## src/rtl/seq_multiplier_pkg.sv

```systemverilog
// Shared definitions for the sequential shift-add multiplier.
// Holds the FSM state encoding and the default operand width.
package seq_multiplier_pkg;

  localparam int unsigned mul_n = 64;

  typedef enum logic [1:0] {
    IDLE = 2'd0,
    BUSY = 2'd1,
    DONE = 2'd2
  } state_t;

endpackage

```

## src/rtl/seq_multiplier_adder.sv

```systemverilog
// n-bit generate/propagate adder with carry-in and an n+1-bit result.
// This is the only adder in the multiplier datapath.
module carry_lookahead_adder #(
  parameter int n = 64
) (
  input  logic [n-1:0] a,
  input  logic [n-1:0] b,
  input  logic         cin,
  output logic [n:0]   sum
);

  logic [n-1:0] g;
  logic [n-1:0] p;
  logic         carry;

  assign g = a & b;
  assign p = a ^ b;

  // Carry recurrence c[i+1] = g[i] | p[i]&c[i], unrolled over the word.
  always_comb begin
    carry = cin;
    sum   = '0;
    for (int i = 0; i < n; i++) begin
      sum[i] = p[i] ^ carry;
      carry  = g[i] | (p[i] & carry);
    end
    sum[n] = carry;
  end

endmodule

```

## src/rtl/seq_multiplier.sv

```systemverilog
// Unsigned n x n -> 2n shift-add multiplier, one partial product per cycle.
// Handshake: a start is taken when start && in_ready at a rising edge; a result
// is handed off when out_valid && out_ready at a rising edge.
module seq_multiplier
  import seq_multiplier_pkg::*;
#(
  parameter int n = mul_n
) (
  input  logic           clk,
  input  logic           rst,
  input  logic           start,
  output logic           in_ready,
  input  logic [n-1:0]   X,
  input  logic [n-1:0]   Y,
  output logic           out_valid,
  input  logic           out_ready,
  output logic [2*n-1:0] product,
  output logic           busy,
  output state_t         dbg_state
);

  localparam int cw = $clog2(n + 1);
  localparam logic [cw-1:0] last_iter = cw'(n - 1);

  state_t        state;
  state_t        state_next;
  logic [n-1:0]  mcand;
  logic [n-1:0]  p_lo;
  logic [n:0]    p_hi;
  logic [cw-1:0] cnt;
  logic [n:0]    add_sum;
  logic [n:0]    sum;

  carry_lookahead_adder #(.n(n)) u_adder (
    .a   (p_hi[n-1:0]),
    .b   (mcand),
    .cin (1'b0),
    .sum (add_sum)
  );

  // p_hi[n] is always zero after a shift, so passing p_hi whole is {0, p_hi[n-1:0]}.
  assign sum = p_lo[0] ? add_sum : p_hi;

  always_comb begin
    state_next = state;
    case (state)
      IDLE:    if (start) state_next = BUSY;
      BUSY:    if (cnt == last_iter) state_next = DONE;
      DONE:    if (out_ready) state_next = IDLE;
      default: state_next = IDLE;
    endcase
  end

  always_ff @(posedge clk) begin
    if (rst) begin
      state <= IDLE;
      cnt   <= '0;
      p_hi  <= '0;
      p_lo  <= '0;
      mcand <= '0;
    end else begin
      state <= state_next;
      case (state)
        IDLE: begin
          if (start) begin
            mcand <= X;
            p_lo  <= Y;
            p_hi  <= '0;
            cnt   <= '0;
          end
        end
        BUSY: begin
          p_hi <= {1'b0, sum[n:1]};
          p_lo <= {sum[0], p_lo[n-1:1]};
          cnt  <= cnt + cw'(1);
        end
        default: ;
      endcase
    end
  end

  assign in_ready  = (state == IDLE);
  assign busy      = (state == BUSY);
  assign out_valid = (state == DONE);
  assign product   = {p_hi[n-1:0], p_lo};
  assign dbg_state = state;

endmodule

```

## config.mk

```make
export PLATFORM = sky130hd
export DESIGN_NAME = seq_multiplier
export DESIGN_NICKNAME = d
export VERILOG_FILES = /design/src/rtl/seq_multiplier_pkg.sv /design/src/rtl/seq_multiplier_adder.sv /design/src/rtl/seq_multiplier.sv
export SDC_FILE = /design/constraint.sdc
export NUM_CORES = 1
export LEC_CHECK = 0
export ABC_AREA = 1
export CORE_MARGIN = 4
export CORE_UTILIZATION = 44
export CTS_CLUSTER_DIAMETER = 200
export CTS_CLUSTER_SIZE = 24
export DETAILED_ROUTE_END_ITERATION = 10
export GPL_TIMING_DRIVEN = 0
export PLACE_DENSITY_LB_ADDON = 0.15
export SYNTH_ARGS = -nofsm -noshare
export SYNTH_HDL_FRONTEND = slang
export SYNTH_HIERARCHICAL = 1
export SYNTH_SLANG_ARGS = --single-unit
```

## constraint.sdc

```tcl
create_clock -name clk -period 22.5 [get_ports clk]
set_input_delay 4.5 -clock clk [delete_from_list [all_inputs] [get_ports clk]]
set_output_delay 4.5 -clock clk [all_outputs]
set_load 0.01 [all_outputs]
```

== Word level (Yosys, flattened, before mapping) ==
Index checks and enable logic that the tools add are counted.
Word-level totals
  register bits: 202
  latch bits: 0
  memory bits (writable): 0
  ROM bits: 0
  input bits: 132
  output and inout port bits: 133
  word-level logic and storage cells: 219
  memories kept: 0
Cells by class
  $add $sub $neg: 1
  $mul: 0
  div/mod/pow operators: 0
  magnitude comparators: 0
  equal/unequal tests: 6
  shift-type cells: 0
  mux-type cells: 11
  bitwise logic cells: 191
  reduce and logical (&&, ||, !) cells: 5
Operator list (count)
  $mux 65: 2
  $pmux 65 s2: 1
  $pmux 64 s2: 1
  $and 64x64->64: 1
  $mux 64: 1
  $xor 64x64->64: 1
  $and 1x1->1: 63
  $or 1x1->1: 63
  $xor 1x1->1: 63
  $pmux 7 s2: 1
  $add 7x1->7 const B: 1
  $eq 7x6->1 const B: 1
  $mux 7: 1
  $mux 2: 3
  $pmux 2 s3: 1
  $ne 2x1->1 const B: 2
  $reduce_and 2->1: 2
  $reduce_and 3->1: 1
  $eq 2x1->1 const B: 1
  $eq 2x2->1 const B: 1
  $logic_not 2->1: 1
  $ne 2x2->1 const B: 1
  $reduce_bool 2->1: 1

== Depth between registers and ports, before layout ==
  word-level depth: 129
  gate-level depth with buffers: 71
  depth with buffers taken out: 70

== Modules after synthesis ==
Netlist, hierarchy kept.
By module, submodules not included
  seq_multiplier: times used 1, cells an instance 1119, area an instance 7975.1 um2, seq. area each 4023.9 um2
  carry_lookahead_adder: times used 1, cells an instance 75, area an instance 1326.3 um2, seq. area each 0.0 um2

== Worst setup path before layout ==
OpenSTA, ideal clock, no wires.
  path type: register -> register
  start: register p_hi[0]
  end: register p_hi[62]
  setup time: 0.070 ns
  arrival time: 24.800 ns
  required time: 22.430 ns
  setup slack: -2.370 ns
  stages on the path, launching flop included: 71
  path buffers: 0
  clock period less this slack: 24.870 ns
  path through: dfxtp_1 -> inv_1 -> fa_1 -> inv_1 -> fa_1 -> fa_1 -> fa_1 -> fa_1 -> fa_1 -> fa_1 -> fa_1 -> fa_1 -> fa_1 -> fa_1 -> fa_1 -> fa_1 -> fa_1 -> fa_1 -> [35 not listed] -> fa_1 -> fa_1 -> fa_1 -> fa_1 -> fa_1 -> fa_1 -> fa_1 -> fa_1 -> fa_1 -> fa_1 -> fa_1 -> fa_1 -> fa_1 -> inv_1 -> fa_1 -> inv_1 -> o21ai_1 -> a21oi_1
Between the ends
  cells in the longest elaborated chain, start to end: 128
RTL lines
  from (decl): line seq_multiplier.sv:29  | logic [n:0] p_hi;
  from (signal assigned): line seq_multiplier.sv:73  | p_hi <= {1'b0, sum[n:1]};
  $and 64x64->64: line seq_multiplier_adder.sv:16  | assign g = a & b;
  $and 1x1->1: line seq_multiplier_adder.sv:25  | carry = g[i] | (p[i] & carry);
  $or 1x1->1: line seq_multiplier_adder.sv:25
  $and 1x1->1: line seq_multiplier_adder.sv:25
  $or 1x1->1: line seq_multiplier_adder.sv:25
  $and 1x1->1: line seq_multiplier_adder.sv:25
  $or 1x1->1: line seq_multiplier_adder.sv:25
  $and 1x1->1: line seq_multiplier_adder.sv:25
  [113 not listed]
  $and 1x1->1: line seq_multiplier_adder.sv:25
  $or 1x1->1: line seq_multiplier_adder.sv:25
  $and 1x1->1: line seq_multiplier_adder.sv:25
  $or 1x1->1: line seq_multiplier_adder.sv:25
  $xor 1x1->1: line seq_multiplier_adder.sv:24  | sum[i] = p[i] ^ carry;
  named net add_sum[63]: line seq_multiplier.sv:31  | logic [n:0] add_sum;
  $mux 65: line seq_multiplier.sv:42  | assign sum = p_lo[0] ? add_sum : p_hi;
  $pmux 65 s2: line seq_multiplier.sv:63  | case (state)
The timed path passes the listed nets, and every way through them passes these cells.
A chain may end at the register's enable or synchronous reset.

== Worst setup path after layout ==
Ends and elaborated chain as after synthesis.

==> flow_summary.toml <==
[timing]
min_period_over_period_pct = 102.4
rsz0062_at_grt = "true"
timing.slew.headroom_pct = 51.59
worst_pin_slew_ps = 726.1
setup_slack_ps = -546.2
min_period_ps = 23050
tns_ps = -1193
timing.fmax_ghz = 0.04339
final-setup-viol-count = 3
hold_viol = 0
clock_skew_ps = 17.85
slew_viol_final = 0

[global_routing]
grt.overflow.total = 0
grt.total_usage_pct = 22.72
grt_max_degree = 25
grt_pass1_wl_um = 44050
grt_pass1_vias = 8543
antenna_found_initial = 2

[worst_setup_path]
crit_fanout = 2
critical_path.most_common_cell = "fa_2"
startpoint_type = "flip-flop"
cpMaxStageDelayCell = "fa_1"
arrival_ps = 23450
r2r_cells = 70
end_kind = "flip-flop"
crit_type = "reg -> reg"
worstSetupStartpoint = "p_hi[0]$_SDFFE_PP0P_"
crit_path_max_incr_delay_ps = 390
timing.rr.start = "p_hi[0]$_SDFFE_PP0P_"
cp.required_ps = 22900

[cells_and_area]
drive_gt1_share_pct = 8.764
fin_cells = 1742
fin_nets = 1669
antenna_cells = 0
syn_to_final_growth_pct = 37.48
fin_util_pct = 62.39
final_area_sq_um = 12790

[outcome]
status = "finished, violations left"
violations = "setup timing"

[synthesis]
synth_common_cells = "nand2_1, nor2_1, dfxtp_1"
ys_warn_count = 6
synth.area.top_cells = "dfxtp_1, fa_1, nand2_1, nor2_1, o21ai_0"
synthDistinctLibCells = 23
synth_seq_area_share_pct = 43.26
yosysTopAreaCellShare_pct = 43.26
synth_nets = 1391
synth_async_sr_flop_share_pct = 0
syn_area_per_cell_sq_um = 7.790
synth_seq_cells = 201
synthFlopType = "dfxtp_1"
syn_inst = 1194
yosysTopAreaCell = "dfxtp_1"
synth.cell_area_sq_um = 9301
synth-edff-count = 0
synth_most_common_cell = "nand2_1"

[clock_network]
root_buffer = "clkbuf_16"
cts_tree = "built"
cts_buffer_depth = 3
numCtsBuffers = 12
cts_hold_buf = 0
clk_pin_slew_ps = 100
numClockSinks = 201
h-tree-depth = 1
clk_latency_ps = 470

[placed_design]
gp_congestion = 0.8471
placed_area_sq_um = 12420
dp.cells = 1727
port_buffers = 263
preCtsSetupSlack_ps = -625.3
dp.final_hpwl_um = 21220

[floorplanning]
design.die.area_sq_um = 23530
io_pins = 265
die_height_um = 153.4
initial_core_util_pct = 45.38
core-area_sq_um = 20490
die_width_um = 153.4
core.rowCount = 52

[pwr]
pwr_density_cell_nw_per_um2 = 59.28
peakVddDrop_v = 0.00004498
leakage_uw = 0.004618

[routing]
ant_nets = 0
post_drt_via_cell_ratio = 5.083
drt-wirelength-per-cell_um = 16.07
wirelength_um = 28000
drc_errors = 0
drtIter0Drc = 430
dr.pass1.iters = 5
vias = 8854

[worst_hold_path]
hold_path_class = "reg -> reg"
whs_path_depth = 2
hp-start = "cnt[1]$_SDFFE_PP0P_"

[run]
maxCapViolCount = 0
## final cells by class
cell class | instances | area (sq um)
Fill cell | 1897 | 7707
Buffer | 85 | 376.6
Timing Repair Buffer | 264 | 2640
Clock inverter | 1 | 16.27
Inverter | 28 | 105.1
Multi-Input combinational cell | 880 | 4960
Tap cell | 270 | 337.8
Clock buffer | 13 | 325.3
Sequential cell | 201 | 4026
## layout by cell type (no fill, tap or decap)
cell               n
o21a_1             1
inv_1             22
a31oi_1           63
buf_2             37
conb_1             1
nand3_1            5
ha_1               1
nand2_2            1
fa_1               2
buf_1              1
o21ai_1           37
o21ai_0           99
a21oi_1           71
clkbuf_16         13
dfxtp_1          199
inv_12             1
nand2_1          268
clkbuf_1          44
clkdlybuf4s50_1  263
nor2_2             1
nand3_2            1
nor2_1           264
o21ai_2            1
a21oi_2            1
buf_4              4
clkinv_1           1
dfxtp_2            2
fa_2              62
inv_2              5
o211ai_1           1
## path summary, 6_finish.rpt
kind	endpoint	slack, ps
min reg2reg	cnt[1]$_SDFFE_PP0P_	490
max reg2reg	p_hi[62]$_SDFFE_PP0P_	-550
max	p_hi[62]$_SDFFE_PP0P_	-550
min	cnt[1]$_SDFFE_PP0P_	490
## power breakdown
part	internal, uW	switching (uW)
combinational	64.8	70.2
sequential	376	19.2
clock	106	122
total	546	212
## timing repair
item	CTS	global route
buffers inserted	1	0
resized for setup	6	4
pin swaps	1	1
endpoints found under the setup margin	4	4
## kinds of logic after synthesis
family,after synthesis,share of synthesized area [%]
AO/OA/AOI/OAI,274,15.68
adder cells (fa/ha/maj),65,13.91
buffers and inverters,113,5.179
flip-flops,201,43.26
other,1,0.04032
AND/OR/NAND/NOR,540,21.93
## metal layers
metal	vias to the layer above	GRT usage, %	part of all wire, %
met5	-	0	0.12
met4	4	6.350	2.5
met3	42	7.379	8.2
met2	278	37.62	47
met1	4132	28.66	42
li1	4398	-	-
## through the flow
stage | power [uW] | hold WS [ps]
finish | 758.1 | 492.3
global placement | 536.3 | 462.3
floorplan | 467.7 | 447.5
CTS | 764.4 | 492.1
global route | 793.6 | 502.3
detailed placement | 539.1 | 476.7
## worst max-delay path, delay by kind of cell (launching register included)
kind | cells | cell delay [ps]
AOI/OAI and AO/OA | 2 | 180
adders and majority gates | 64 | 22240
buffers and inverters | 4 | 220
DFF | 1 | 340
## state kept, by name, indices dropped and copies added (netlist names)
name and flops:
cnt 7, p_hi 64, mcand 64, p_lo 64, dbg_state 2
No activity file was read; power rests on OpenSTA's default activity.
